--- config.mk ---
export PLATFORM = sky130hd
export DESIGN_NAME = uart_tx_fifo
export DESIGN_NICKNAME = d
export VERILOG_FILES = /design/src/rtl/uart_tx_fifo.sv
export SDC_FILE = /design/constraint.sdc
export NUM_CORES = 1
export LEC_CHECK = 0
export CELL_PAD_IN_SITES_DETAIL_PLACEMENT = 1
export CELL_PAD_IN_SITES_GLOBAL_PLACEMENT = 1
export CORE_MARGIN = 8
export CORE_UTILIZATION = 51
export DETAILED_ROUTE_END_ITERATION = 7
export GPL_ROUTABILITY_DRIVEN = 0
export PLACE_DENSITY = 0.82
export REMOVE_ABC_BUFFERS = 1
export SKIP_LAST_GASP = 1
export SYNTH_ARGS = -nofsm -noshare
export SYNTH_HDL_FRONTEND = slang
export SYNTH_SLANG_ARGS = --single-unit
--- constraint.sdc ---
create_clock -name clk -period 2.8 [get_ports clk]
set_input_delay 0.56 -clock clk [delete_from_list [all_inputs] [get_ports clk]]
set_output_delay 0.56 -clock clk [all_outputs]
set_load 0.02 [all_outputs]
--- src/rtl/uart_tx_fifo.sv ---
// uart_tx_fifo: first-word-fall-through byte buffer feeding uart_tx, with level/full/empty and sticky overflow
module uart_tx_fifo #(
    parameter int Depth     = 16,
    parameter int DataWidth = 8
) (
    input  logic                       clk,
    input  logic                       rst_n,
    input  logic [DataWidth-1:0]       wr_data,
    input  logic                       wr_valid,
    output logic                       wr_ready,
    input  logic                       flush,
    input  logic                       clear_overflow,
    output logic [DataWidth-1:0]       data_out,
    output logic                       data_out_valid,
    input  logic                       tx_ready,
    output logic [$clog2(Depth):0]     level,
    output logic                       empty,
    output logic                       full,
    output logic                       overflow
);
    localparam int AW = $clog2(Depth);
    localparam int LW = AW + 1;

    logic [DataWidth-1:0] mem [Depth];
    logic [AW-1:0]        wr_ptr;
    logic [AW-1:0]        rd_ptr;
    logic [LW-1:0]        level_q;
    logic                 overflow_q;
    logic                 push;
    logic                 pop;

    // status outputs depend only on registered level, never on wr_valid/tx_ready
    always_comb begin
        empty          = level_q == '0;
        full           = level_q == LW'(Depth);
        wr_ready       = !full;
        data_out_valid = !empty;
        level          = level_q;
        overflow       = overflow_q;
        data_out       = mem[rd_ptr];
        push           = wr_valid && !full && !flush;
        pop            = tx_ready && !empty && !flush;
    end

    // storage is not reset; only written on an accepted push
    always_ff @(posedge clk) begin
        if (push) mem[wr_ptr] <= wr_data;
    end

    // pointers and level; flush overrides both push and pop
    always_ff @(posedge clk or negedge rst_n) begin
        if (!rst_n) begin
            wr_ptr  <= '0;
            rd_ptr  <= '0;
            level_q <= '0;
        end else if (flush) begin
            wr_ptr  <= '0;
            rd_ptr  <= '0;
            level_q <= '0;
        end else begin
            wr_ptr  <= push ? wr_ptr + 1'b1 : wr_ptr;
            rd_ptr  <= pop ? rd_ptr + 1'b1 : rd_ptr;
            level_q <= (push && !pop) ? level_q + 1'b1 : (pop && !push) ? level_q - 1'b1 : level_q;
        end
    end

    // sticky overflow: a write attempt while full wins over a coincident clear
    always_ff @(posedge clk or negedge rst_n) begin
        if (!rst_n) overflow_q <= 1'b0;
        else overflow_q <= (wr_valid && full) ? 1'b1 : clear_overflow ? 1'b0 : overflow_q;
    end
endmodule
==> flow_results.org, run 1 <==
** Final layout
- 0 antenna diodes ended up in the layout.
- The multi-input combinational cells in the finished layout cover a total of 1640 µm².
- Compared with the post-synthesis result, the final layout area differs by 23.6%.
- In the final layout, the share of cells above drive strength 1 is 0.314.
- Area taken by flip-flops and latches :: 4200 µm²
- Post-route cell area :: 7270 µm²
- Fill cells in the final layout number 997.
- The net count of the finished layout is 413.

** Setup path
- Data on the critical path is required at its endpoint by 2.24 ns.
- Beginning of the critical path :: rd_ptr[0]
- Setup crit end kind :: primary output
- In this run the register-to-register setup slack is 0.15 ns.
- Most numerous cell on the critical path :: sky130_fd_sc_hd__buf_12
- Cell-by-cell trace of the critical path :: buf_12, buf_12, mux4_2, a22oi_2, nand2_1, clkdlybuf4s15_2
- Longest individual stage delay on the worst path :: 0.53 ns
- The slowest stage of the critical path belongs to the cell sky130_fd_sc_hd__mux4_2.
- Along the worst path, the maximum fanout reaches 11.
- Number of cells on the worst reg-to-reg path :: 8
- Type of the worst setup path :: reg -> out
- In this run the worst setup path terminates at data_out[4].
- In this run the critical register-to-register path is captured at level[4].
- At the worst endpoint, the arrival time is 2.18 ns.
- In this run the critical register-to-register path is launched from level[1].
- Critical path launch point type :: flop

** Clock tree
- Clock-pin slew reported for the worst setup and hold paths after clock tree synthesis :: 0.06 ns
- The H-tree was split into 4 levels.
- For this design, the sink count on the clock tree is 142.
- Longest Clk Path Bufs :: 2
- For the worst-skew pair, the clock arrives at the later sink with an insertion delay of 0.41 ns.
- Clock root buffer master :: sky130_fd_sc_hd__clkbuf_16
- TritonCTS clock tree :: yes
- Buffers inserted to repair hold after CTS numbered 0.
- TritonCTS Buffers :: 17

** Pwr
- In this run the static leakage power is 2.55 nW.
- Of the total power, combinational logic draws 0.246.
- The share of total power dissipated in the clock network is 0.366.
- Power Internal :: 0.00467 W
- Power after layout :: 0.00643 W
- Sw Share :: 0.273
- Net load switching power :: 0.00176 W
- Power spread over the standard cell area amounts to 885 nW/µm².
- Worst voltage drop across the vdd grid :: 0.514 mV
- Fraction of power consumed by sequential logic :: 0.388

** Detailed routing
- The routed layout has 3,207 vias.
- The pre-antenna-repair detailed-routing pass consisted of 4 iterations.
- For this block, the routed nets add up to 14,400 µm of wire.
- After detailed routing, the number of remaining DRC violations is 0.
- In the routed layout, each cell is associated on average with a via count of 5.90.
- Routed wirelength normalized by instance count :: 26.5 µm
- Detailed router's first-iteration violation count :: 235
- The count of nets left with antenna violations once routing finished came out at 0.

** Synthesis
- Top cells by area, synth :: sky130_fd_sc_hd__edfxtp_1, sky130_fd_sc_hd__mux4_2, sky130_fd_sc_hd__dfrtp_1
- Yosys printed 0 warnings.
- In this run the cell area of the synthesized design comes to 5880 µm².
- The number of different library cells used by synthesis comes to 40.
- Averaged over all synthesized cells, the footprint is 18.3 µm².
- Of the synthesized area, sequential elements account for 0.713.
- The synthesized design spends more area on one cell type than any other, namely sky130_fd_sc_hd__edfxtp_1.
- The share of synthesized area in the top cell type comes to 0.654.
- In the synthesized netlist, the number of instances is 322.
- Synthesis inferred 142 register bits.

** STA
- Fin Clk Skew :: 0.00837 ns
- Smallest setup slack after layout :: 0.0626 ns
- Setup violations remaining at the end of the flow were counted as 0.
- Of the available clock period, the critical path in the final layout requires 0.978.
- The count of endpoints failing hold in the final timing report came to 0.
- Setup repair after global routing could not meet its margin everywhere.
- The worst path in the final design needs a cycle of 2.74 ns, including I/O delays and setup.
- Based on the critical path, the design can be clocked at up to 365 MHz.
- At the pin with the least slew margin, the transition time is 0.717 ns.
- The number of max-slew violations in the final report came to 0.
- Worst rel slew slack :: 0.521

** Worst hold path
- The path class of the tightest hold or removal check is reg -> reg.

** Place
- In this run the tool buffered the top-level ports with 31 buffer cells.
- Timing analysis after detailed placement gives a worst setup slack of -0.0436 ns.
- The placed instances occupy a cell area of 6540 µm².
- Post-detail-place hpwl :: 8490 µm

** Floorplanning
- The initial utilization of the core area, before any placement, comes to 0.519.
- The floorplan has 39 rows.
- The die is 123 µm tall.
- Die outline width :: 123 µm
- IO Count :: 32
- Placeable Area :: 11,300 µm²
- The die covers 15,200 µm².

** Global routing
- Global-route wire length before repair :: 22,300 µm
- For this run the aggregate overflow at the end of global routing stands at 0.
- Entering global routing, the biggest net connects 30 pins.
- Across every metal layer, demand over resource in global routing totals 0.207.
- Initial antenna violation count :: 0
- Via count of the first global-routing pass :: 3,667

** Status
- The run finished with clean final reports.

** Flow run
- Count of maximum capacitance violations :: 0
==> repair_timing <==
| item | 4_1_cts | 5_1_grt |
|---|---|---|
| setup endpoints to repair | 10 | 8 |
| setup buffers | 3 | 2 |
| pin swaps | 0 | 4 |
| gates cloned | 1 | 0 |
| gates resized for setup | 34 | 7 |
==> critical path: cells and delay by family (launching register included) <==
family / cells / cell delay [ns]
AO/OA/AOI/OAI: 1 / 0.20
buffers and inverters: 3 / 0.53
flip-flops: 1 / 0.42
multiplexers: 1 / 0.53
AND/OR/NAND/NOR: 1 / 0.07
==> metrics by stage <==
| stage | util | hold slack, ns | instances | setup TNS (ns) |
|---|---|---|---|---|
| 2_1_floorplan | - | 0.264 | 305 | -1.40 |
| 3_3_place_gp | 0.578 | 0.504 | 507 | 0 |
| 3_5_place_dp | 0.578 | 0.508 | 507 | -0.0436 |
| 4_1_cts | 0.643 | 0.524 | 542 | -0.106 |
| 5_1_grt | 0.642 | 0.550 | 544 | -0.0293 |
| 6_report | 0.642 | 0.522 | 544 | 0 |
==> placed cells by master (no fill, tap or decap), drive strengths merged, types with 9 or more instances in the layout <==
master / instances
inv: 10
clkdlybuf4s50: 22
ha: 9
buf: 38
a22oi: 16
mux4: 32
nor2: 31
edfxtp: 128
clkbuf: 21
dfrtp: 14
nand2: 17
==> synthesized netlist by cell type, drive strengths merged <==
master	number
mux2i	4
nand4b	1
or3	1
xnor2	2
fa	1
a21boi	1
inv	7
o21bai	1
nand2	17
or4	1
a22o	1
ha	9
o211ai	5
a21oi	6
clkbuf	7
nor2	31
edfxtp	128
a22oi	16
xor2	5
and2	1
buf	10
nand3	3
nor4	2
and3	3
dfrtp	14
o21ai	1
nand3b	1
mux2	4
or3b	1
mux4	32
nand4	2
nor2b	4
==> registers in the layout, summed over array words and instances (netlist names) <==
register	count
overflow	1
mem	128
wr_ptr	4
level	5
rd_ptr	4
==> layout make-up <==
type,count,area share
Timing Repair Buffer,65,0.0848
Sequential cell,142,0.577
Clock inverter,13,0.0258
Inverter,7,0.00361
Multi-Input combinational cell,156,0.225
Clock buffer,18,0.0590
Tap cell,143,0.0246
==> worst min path at each step <==
stage                   from        to  slack, ns  depth (start not counted)
finish              overflow  overflow       0.52                          1
floorplan              rst_n  level[0]       0.26                          0
global placement    overflow  overflow       0.50                          1
detailed placement  overflow  overflow       0.51                          1
global route        overflow  overflow       0.55                          1
CTS                 overflow  overflow       0.52                          1
==> power groups by stage <==
stage | Sequential, W | Combinational [W] | Clock (W)
global route | 0.00251 | 0.00171 | 0.00246
detailed placement | 0.00254 | 0.00145 | 0
floorplan | 0.00264 | 0.000767 | 0
CTS | 0.00250 | 0.00160 | 0.00239
global placement | 0.00253 | 0.00140 | 0
finish | 0.00250 | 0.00158 | 0.00235
==> cells by family (layout without fill, tap and decap cells) <==
group           after synthesis  after routing  synth area share
mux                          40             40             0.139
buf+inv                      24            103            0.0181
simple gates                 68             68            0.0545
xor+xnor                      7              7            0.0104
flops                       142            142             0.713
compound gates               31             31            0.0423
fa+ha+maj                    10             10            0.0226
==> metal layers <==
| layer | wire, µm | track usage |
|---|---|---|
| met2 | 7600 | 0.356 |
| met1 | 5540 | 0.244 |
| met4 | 374 | 0.0903 |
| met5 | 0 | 0 |
| met3 | 893 | 0.0516 |
No activity file was read; power rests on OpenSTA's default activity.
==> run 2: changes to the inputs <==
- PLACE_DENSITY: 0.82 -> 0.85
==> run 2 against run 1 <==
The flow now finishes with violations (negative setup slack). Wire length is 8.1% higher. Register-to-register slack better by 0.12 ns. Worst setup slack worse by 0.12 ns. Combinational power is 5% higher. Clock power is 3% higher. Highest routed layer unchanged. Die area stayed put. Critical endpoint is now data_out[1].
==> flow_results.org, run 2 (synthesis results as in run 1) <==
** Status
- The flow ran to the end, but the final reports show violations.
- The final reports fail on negative setup slack.

** Place
- Post-placement cell area :: 6530 µm² (-0.11%)
- Buffers added on ports :: 31 (unchanged)
- The detailed placer's ending HPWL came to 8740 µm (+2.8%).

** Final layout
- Fillcell total :: 956 (-4.1%)
- Number of nets in the finished design :: 419 (+1.5%)
- The final core utilization came to 0.649 (+0.00718).
- Flip-flop count of the largest register, all copies and words added :: 128 (unchanged)
- Compared with the post-synthesis result, the final layout area differs by 25.0%.
- In the layout the commonest cells are sky130_fd_sc_hd__edfxtp_1, sky130_fd_sc_hd__mux4_2, sky130_fd_sc_hd__buf_4.
- The area of all placed cells without fillers is 7350 µm² (+1.1%).
- Fraction of layout cells with a size suffix above 1 :: 0.324 (+0.00931)
- Counting flops per register, the top entry is mem.
- Most frequent standard cell in the layout excluding fill and tap cells :: sky130_fd_sc_hd__edfxtp_1
- Final antenna diode count :: 0 (unchanged)

** Setup path
- The total buffers and inverters traversed by the critical path was 2 (-1).
- The data arrival time of the worst path was 2.30 ns (+0.12 ns).
- Top cell family by delay on the critical path :: multiplexers
- Setup crit end kind :: primary output
- The delay of the slowest critical-path stage is 0.53 ns (about the same).
- The number of cells traversed by the worst register-to-register path was 8 (unchanged).
- Reg-to-reg endpoint :: level[4]
- Cell-by-cell trace of the critical path :: buf_12, mux4_2, a22oi_2, nand2_1, clkdlybuf4s15_1
- The worst register-to-register path begins at level[1].
- Required time at the worst-slack endpoint :: 2.24 ns (about the same)
- The slack of the worst reg-to-reg path was 0.27 ns (+0.12 ns).
- The worst setup path is launched from a flop.
- Critical-path cell with the highest stage delay :: sky130_fd_sc_hd__mux4_2
- Type of the worst setup path :: reg -> out
- The maximum fanout along the worst path came to 8 (-3).
- Number of stages on the worst setup path :: 5 (-1)

** Detailed routing
- Average via count per standard cell :: 6.04 (+2.4%)
- The count of vias placed by the detailed router is 3,327 (+3.7%).
- The total DRC errors in the routed layout was 0 (unchanged).
- The remaining antenna violation count after routing was 0 (unchanged).
- The detailed-router iteration count before antenna repair came to 4 (unchanged).
- Final wirelength :: 15,600 µm (+8.1%)
- The number of DRC violations after detailed-routing iteration 0 was 384 (+63%).
- The detail-routed net length per standard cell was 28.3 µm (+6.7%).

** STA
- The setup violation total in the final timing report was 2 (+2).
- Smallest setup slack after layout :: -0.0587 ns (-0.121 ns)
- Number of hold-slack violations in the final timing report :: 0 (unchanged)
- The setup TNS was -0.0930 ns (-0.0930 ns).
- Actual transition at the worst max-transition pin :: 0.720 ns (+0.00306 ns)
- Crit path time final :: 2.86 ns (+0.121 ns)
- The clock skew is 0.00905 ns (+0.000685 ns).
- The highest achievable clock rate is 350 MHz (-4.2%).
- The ratio of final minimum period to clock period was 1.02 (+0.0433).
- Worst rel slew slack :: 0.519 (-0.00205)
- The number of max-slew violations in the final report was 0 (unchanged).
- Setup repair after global routing could not meet its margin everywhere.

** Clock tree
- The CTS sink count is 142 (unchanged).
- The maximum root-to-sink buffer count is 2 (unchanged).
- TritonCTS built the clock tree.
- The number of CTS-inserted buffers came to 17 (unchanged).
- The maximum level of the CTS H-tree was 4 (unchanged).
- Clock root buffer master :: sky130_fd_sc_hd__clkbuf_16
- Clock-pin slew reported for the worst setup and hold paths after clock tree synthesis :: 0.06 ns (about the same)
- Clock network latency to the later pin of the worst-skew pair :: 0.42 ns (about the same)

** Global routing
- The number of global-route vias before repair is 3,665 (-0.055%).
- The wire length of the first global-routing pass came to 22,600 µm (+1.1%).
- The number of antenna violations at the first check in global routing was 0 (unchanged).
- Grt ovf :: 0 (unchanged)
- The maximum number of pins on one net before global-route repair was 33 (+10%).
- GRT Util Overall :: 0.210 (+0.00310)

** Floorplanning
- Placeable Area :: 11,300 µm² (unchanged)
- Die Height :: 123 µm (unchanged)
- The die width was 123 µm (unchanged).
- Std cell rows :: 39 (unchanged)
- IO Count :: 32 (unchanged)
- The initial standard-cell utilization of the core was 0.519 (unchanged).
- The area of the die was 15,200 µm² (unchanged).

** Worst hold path
- Worst Hold Path EP :: overflow
- The cell count of the worst hold path is 1 (unchanged).
- The tightest min-delay check is of the reg -> reg type.
- Hold path start :: overflow

** Pwr
- Static Leakage :: 2.58 nW (+1.0%)
- The power density normalized to cell area came to 893 nW/µm² (+1.0%).
- Worst voltage drop across the vdd grid :: 0.710 mV (+38%)

** Flow run
- Count of maximum capacitance violations :: 0 (unchanged)
[run 2: worst max-delay path by stage]
| stage | startpoint | end |
|---|---|---|
| final | rd_ptr[0] | data_out[1] |
| after global routing | rd_ptr[0] | data_out[3] |
| after CTS | rd_ptr[0] | data_out[1] |
| after detailed placement | rd_ptr[0] | data_out[4] |
| after global placement | rd_ptr[0] | data_out[3] |
| after floorplan | rd_ptr[0] | data_out[0] |
[run 2: per-stage QoR]
step / instances / total power [W] / hold slack [ns] / worst slack (ns)
2_1_floorplan: 305 / 0.00341 / 0.264 / -0.177
3_3_place_gp: 506 / 0.00394 / 0.498 / 0.0565
3_5_place_dp: 506 / 0.00400 / 0.511 / 0.0155
4_1_cts: 541 / 0.00646 / 0.537 / -0.103
5_1_grt: 551 / 0.00680 / 0.554 / -0.114
6_report: 551 / 0.00657 / 0.527 / -0.0587
[run 2: cell type report]
type                            instances  area [µm²]  share of cell area
Multi-Input combinational cell        156        1640               0.224
Tap cell                              143         179              0.0243
Clock inverter                         15         194              0.0264
Timing Repair Buffer                   71         688              0.0936
Sequential cell                       142        4200               0.571
Inverter                                7        26.3             0.00357
Clock buffer                           17         425              0.0579
[run 2: metal layers]
layer | track usage | share of wire | vias to the layer above
met3 | 0.0475 | 0.059 | 20
met1 | 0.255 | 0.40 | 1753
met4 | 0.0790 | 0.018 | 0
li1 | - | - | 1421
met5 | 0 | 0 | -
met2 | 0.362 | 0.52 | 133
[run 2: what timing repair did]
| item | in CTS | in global routing |
|---|---|---|
| setup endpoints to repair | 10 | 10 |
| gates resized for setup | 26 | 22 |
| gates cloned | 0 | 1 |
| pin swaps | 1 | 7 |
| setup buffers | 3 | 9 |
| hold buffers | 0 | 0 |
[run 2: power breakdown]
group	internal, W	switching (W)	leakage (nW)
clock	0.00149	0.000921	0.292
sequential	0.00238	0.000114	1.34
combinational	0.000860	0.000800	0.944
==> run 3: changes to the inputs <==
- CAP_MARGIN: unset -> 0
- GPL_TIMING_DRIVEN: unset -> 0
- clock period: 2.8 -> 3.2 ns (I/O delays scaled with it)
==> run 3 against run 2 <==
The run now ends clean. Power down 17%. Global-route usage down 1.3 points. Via count down 5.8%. Cell area down 4.8%. Wire length down 11%. Clock skew down 0.0015 ns. Flip-flop and latch count unchanged. Worst setup slack better by 0.18 ns. Critical path depth unchanged. Final cell count down 6.4%. First-iteration DRC count down 36%. Critical endpoint is now data_out[6].
==> flow_results.org, run 3 (synthesis results as in run 1) <==
** Status
- The flow ran to the end, and the final reports show no timing, DRC or antenna violations.

** STA
- The setup violation total in the final timing report came to 0 (-2).
- Worst hold margin :: 0.519 ns (-0.00820 ns)
- The number of max-slew violations in the final report was 0 (unchanged).
- The relative slew slack was 0.297 (-0.222).
- Counting I/O delays and the setup requirement, the final critical path takes 3.08 ns.
- The slew at the pin with the worst max-slew slack came to 1.05 ns (+0.331 ns).
- Number of hold-slack violations in the final timing report :: 0 (unchanged)
- Static timing analysis puts the maximum clock frequency at 325 MHz.
- RSZ-0062 raised after global routing :: false
- Final period utilization :: 0.962
- The clock skew came to 0.00755 ns (-0.00150 ns).

** Setup path
- Critical path launch point type :: flop
- CP arrival :: 2.44 ns (+0.14 ns)
- Worst reg-to-reg setup slack :: 0.38 ns (+0.11 ns)
- STA classifies the critical path endpoint as a primary output.
- The maximum fanout along the worst path was 3 (-5).
- The number of cells traversed by the worst register-to-register path was 8 (unchanged).
- Critical R2R Launch :: level[0]
- The critical path in this run is classified as reg -> out.
- In this run the critical register-to-register path is captured at level[4].
- The data required time of the critical path was 2.56 ns (+0.32 ns).

** Worst hold path
- Worst min-delay path class :: reg -> reg
- Worst Hold Path EP :: overflow
- In this run the most critical hold path is launched from overflow.
- Hold Crit Depth :: 1 (unchanged)

** Place
- Post-detail-place hpwl :: 8520 µm (-2.5%)
- The count of port buffers added during placement was 31 (unchanged).

** Pwr
- The part of the total power dissipated in combinational logic came to 0.225 (-0.028).
- The total chip power came to 0.00547 W (-17%).
- Sw Share :: 0.268 (-0.0110)
- Net load switching power :: 0.00147 W (-20%)
- Total power density per cell area :: 781 nW/µm² (-13%)
- The maximum resistive drop on vdd came to 0.407 mV (-43%).
- Portion of total power attributed to the clock network :: 0.371 (+0.004)
- The leakage power total was 2.40 nW (-6.8%).
- The relative contribution of sequential cells to total power is 0.404 (+0.024).
- The cell internal power dissipation was 0.00400 W (-16%).

** Clock tree
- The clock latency at the later pin of the worst-skew pair was 0.41 ns (about the same).
- Number of hold buffers added after CTS :: 0 (unchanged)
- The clock transition at the registers of the reported paths was 0.06 ns (about the same).
- The root buffer cell chosen for the clock tree is sky130_fd_sc_hd__clkbuf_16.
- The maximum level of the CTS H-tree came to 4 (unchanged).
- TritonCTS Buffers :: 17 (unchanged)
- The maximum root-to-sink buffer count was 2 (unchanged).
- The CTS sink count is 142 (unchanged).
- TritonCTS built the clock tree.

** Detailed routing
- The via-per-instance ratio was 6.08 (+0.62%).
- The detailed-router iteration count before antenna repair came to 5 (+1).
- Post-DRT Antenna Nets :: 0 (unchanged)
- The detail-routed net length per standard cell was 26.8 µm (-5.0%).
- The number of DRC violations after detailed-routing iteration 0 is 245 (-36%).
- The post-detailed-routing wire length was 13,800 µm (-11%).
- The total DRC errors in the routed layout came to 0 (unchanged).
- Routed via count :: 3,135 (-5.8%)

** Floorplanning
- Effective utilization at floorplan :: 0.519 (unchanged)
- Full die area :: 15,200 µm² (unchanged)
- Std cell rows :: 39 (unchanged)
- The placeable core region was 11,300 µm² (unchanged).
- Die Height :: 123 µm (unchanged)
- The die width is 123 µm (unchanged).
- IO Count :: 32 (unchanged)

** Final layout
- The final-stage net count came to 384 (-8.4%).
- Fraction of layout cells with a size suffix above 1 :: 0.220 (-0.104)
- Area overhead of the layout relative to synthesis :: 19.0%
- Post-layout utilization of the core :: 0.618 (-0.0313)
- Flip-flop count of the largest register, all copies and words added :: 128 (unchanged)
- In the layout the commonest cells are sky130_fd_sc_hd__edfxtp_1, sky130_fd_sc_hd__mux4_2, sky130_fd_sc_hd__nor2_1.
- The antenna cell count is 0 (unchanged).
- Leaving out fill and tap cells, the most frequent cell in the layout is sky130_fd_sc_hd__edfxtp_1.
- Largest register by flop count :: mem

** Global routing
- The maximum number of pins on one net before global-route repair came to 22 (-33%).
- Global-route wire length before repair :: 21,200 µm (-6.0%)
- Via count of the first global-routing pass :: 3,497 (-4.6%)
- GRT Util Overall :: 0.198 (-0.0125)
- The number of antenna violations at the first check in global routing is 0 (unchanged).
- Grt ovf :: 0 (unchanged)

** Flow run
- Count of maximum capacitance violations :: 0 (unchanged)
## run 3: cell types whose count changed in the layout (fill, tap and decap cells not counted), moves of 3 or more
cell,previous run,this run
sky130_fd_sc_hd__buf_4,32,2
sky130_fd_sc_hd__a22oi_1,7,15
sky130_fd_sc_hd__a22oi_2,9,1
sky130_fd_sc_hd__buf_6,5,0
sky130_fd_sc_hd__dlymetal6s2s_1,1,6
sky130_fd_sc_hd__buf_12,5,2
sky130_fd_sc_hd__clkbuf_1,0,3
sky130_fd_sc_hd__clkinv_2,1,4
## run 3: critical path, stage by stage, from the launching register on
cell and delay [ns]:
sky130_fd_sc_hd__dfrtp_4 0.46, sky130_fd_sc_hd__buf_4 0.16, sky130_fd_sc_hd__mux4_2 0.55, sky130_fd_sc_hd__a22oi_2 0.22, sky130_fd_sc_hd__nand2_1 0.09, sky130_fd_sc_hd__clkdlybuf4s50_1 0.55
## run 3: how the worst max path moves through the flow
stage          slack (ns)           to       from
3_3_place_gp        -0.95  data_out[3]  rd_ptr[0]
6_report             0.12  data_out[6]  rd_ptr[0]
4_1_cts             -0.03  data_out[7]  rd_ptr[0]
2_1_floorplan        0.14  data_out[0]  rd_ptr[0]
3_5_place_dp        -0.19    mem[1][4]   wr_valid
5_1_grt              0.05  data_out[6]  rd_ptr[0]
## run 3: cell type report
cell class	count	area, µm²
clock inverter	12	168
multi-input combinational	156	1590
tap	143	179
sequential	142	4200
clock buffer	20	437
inverter	7	26.3
timing repair buffer	36	394
fill	970	4320
## run 3: layer usage
layer / up-vias / track usage / share of wire
met5: - / 0 / 0
met4: 0 / 0.0828 / 0.017
met3: 16 / 0.0443 / 0.059
met2: 115 / 0.350 / 0.54
met1: 1657 / 0.228 / 0.39
li1: 1347 / - / -
## run 3: power groups by stage
stage	sequential (W)	clock (W)	combinational [W]
after floorplan	0.00231	0	0.000672
after global placement	0.00233	0	0.00103
after detailed placement	0.00229	0	0.00114
after CTS	0.00221	0.00204	0.00125
after global routing	0.00222	0.00210	0.00134
final	0.00221	0.00203	0.00123
## run 3: what timing repair did
| action | in CTS | in global routing |
|---|---|---|
| resized for setup | 4 | 9 |
| setup endpoints to repair | 8 | 7 |
| buffers inserted | 4 | 0 |
## run 3: through the flow
stage | instance area (µm²) | setup WS, ns | cells | setup TNS (ns)
2_1_floorplan | 5800 | 0.143 | 305 | 0
3_3_place_gp | 6290 | -0.952 | 479 | -7.33
3_5_place_dp | 6310 | -0.194 | 480 | -6.53
4_1_cts | 6970 | -0.0303 | 516 | -0.0312
5_1_grt | 7000 | 0.0538 | 516 | 0
6_report | 7000 | 0.120 | 516 | 0
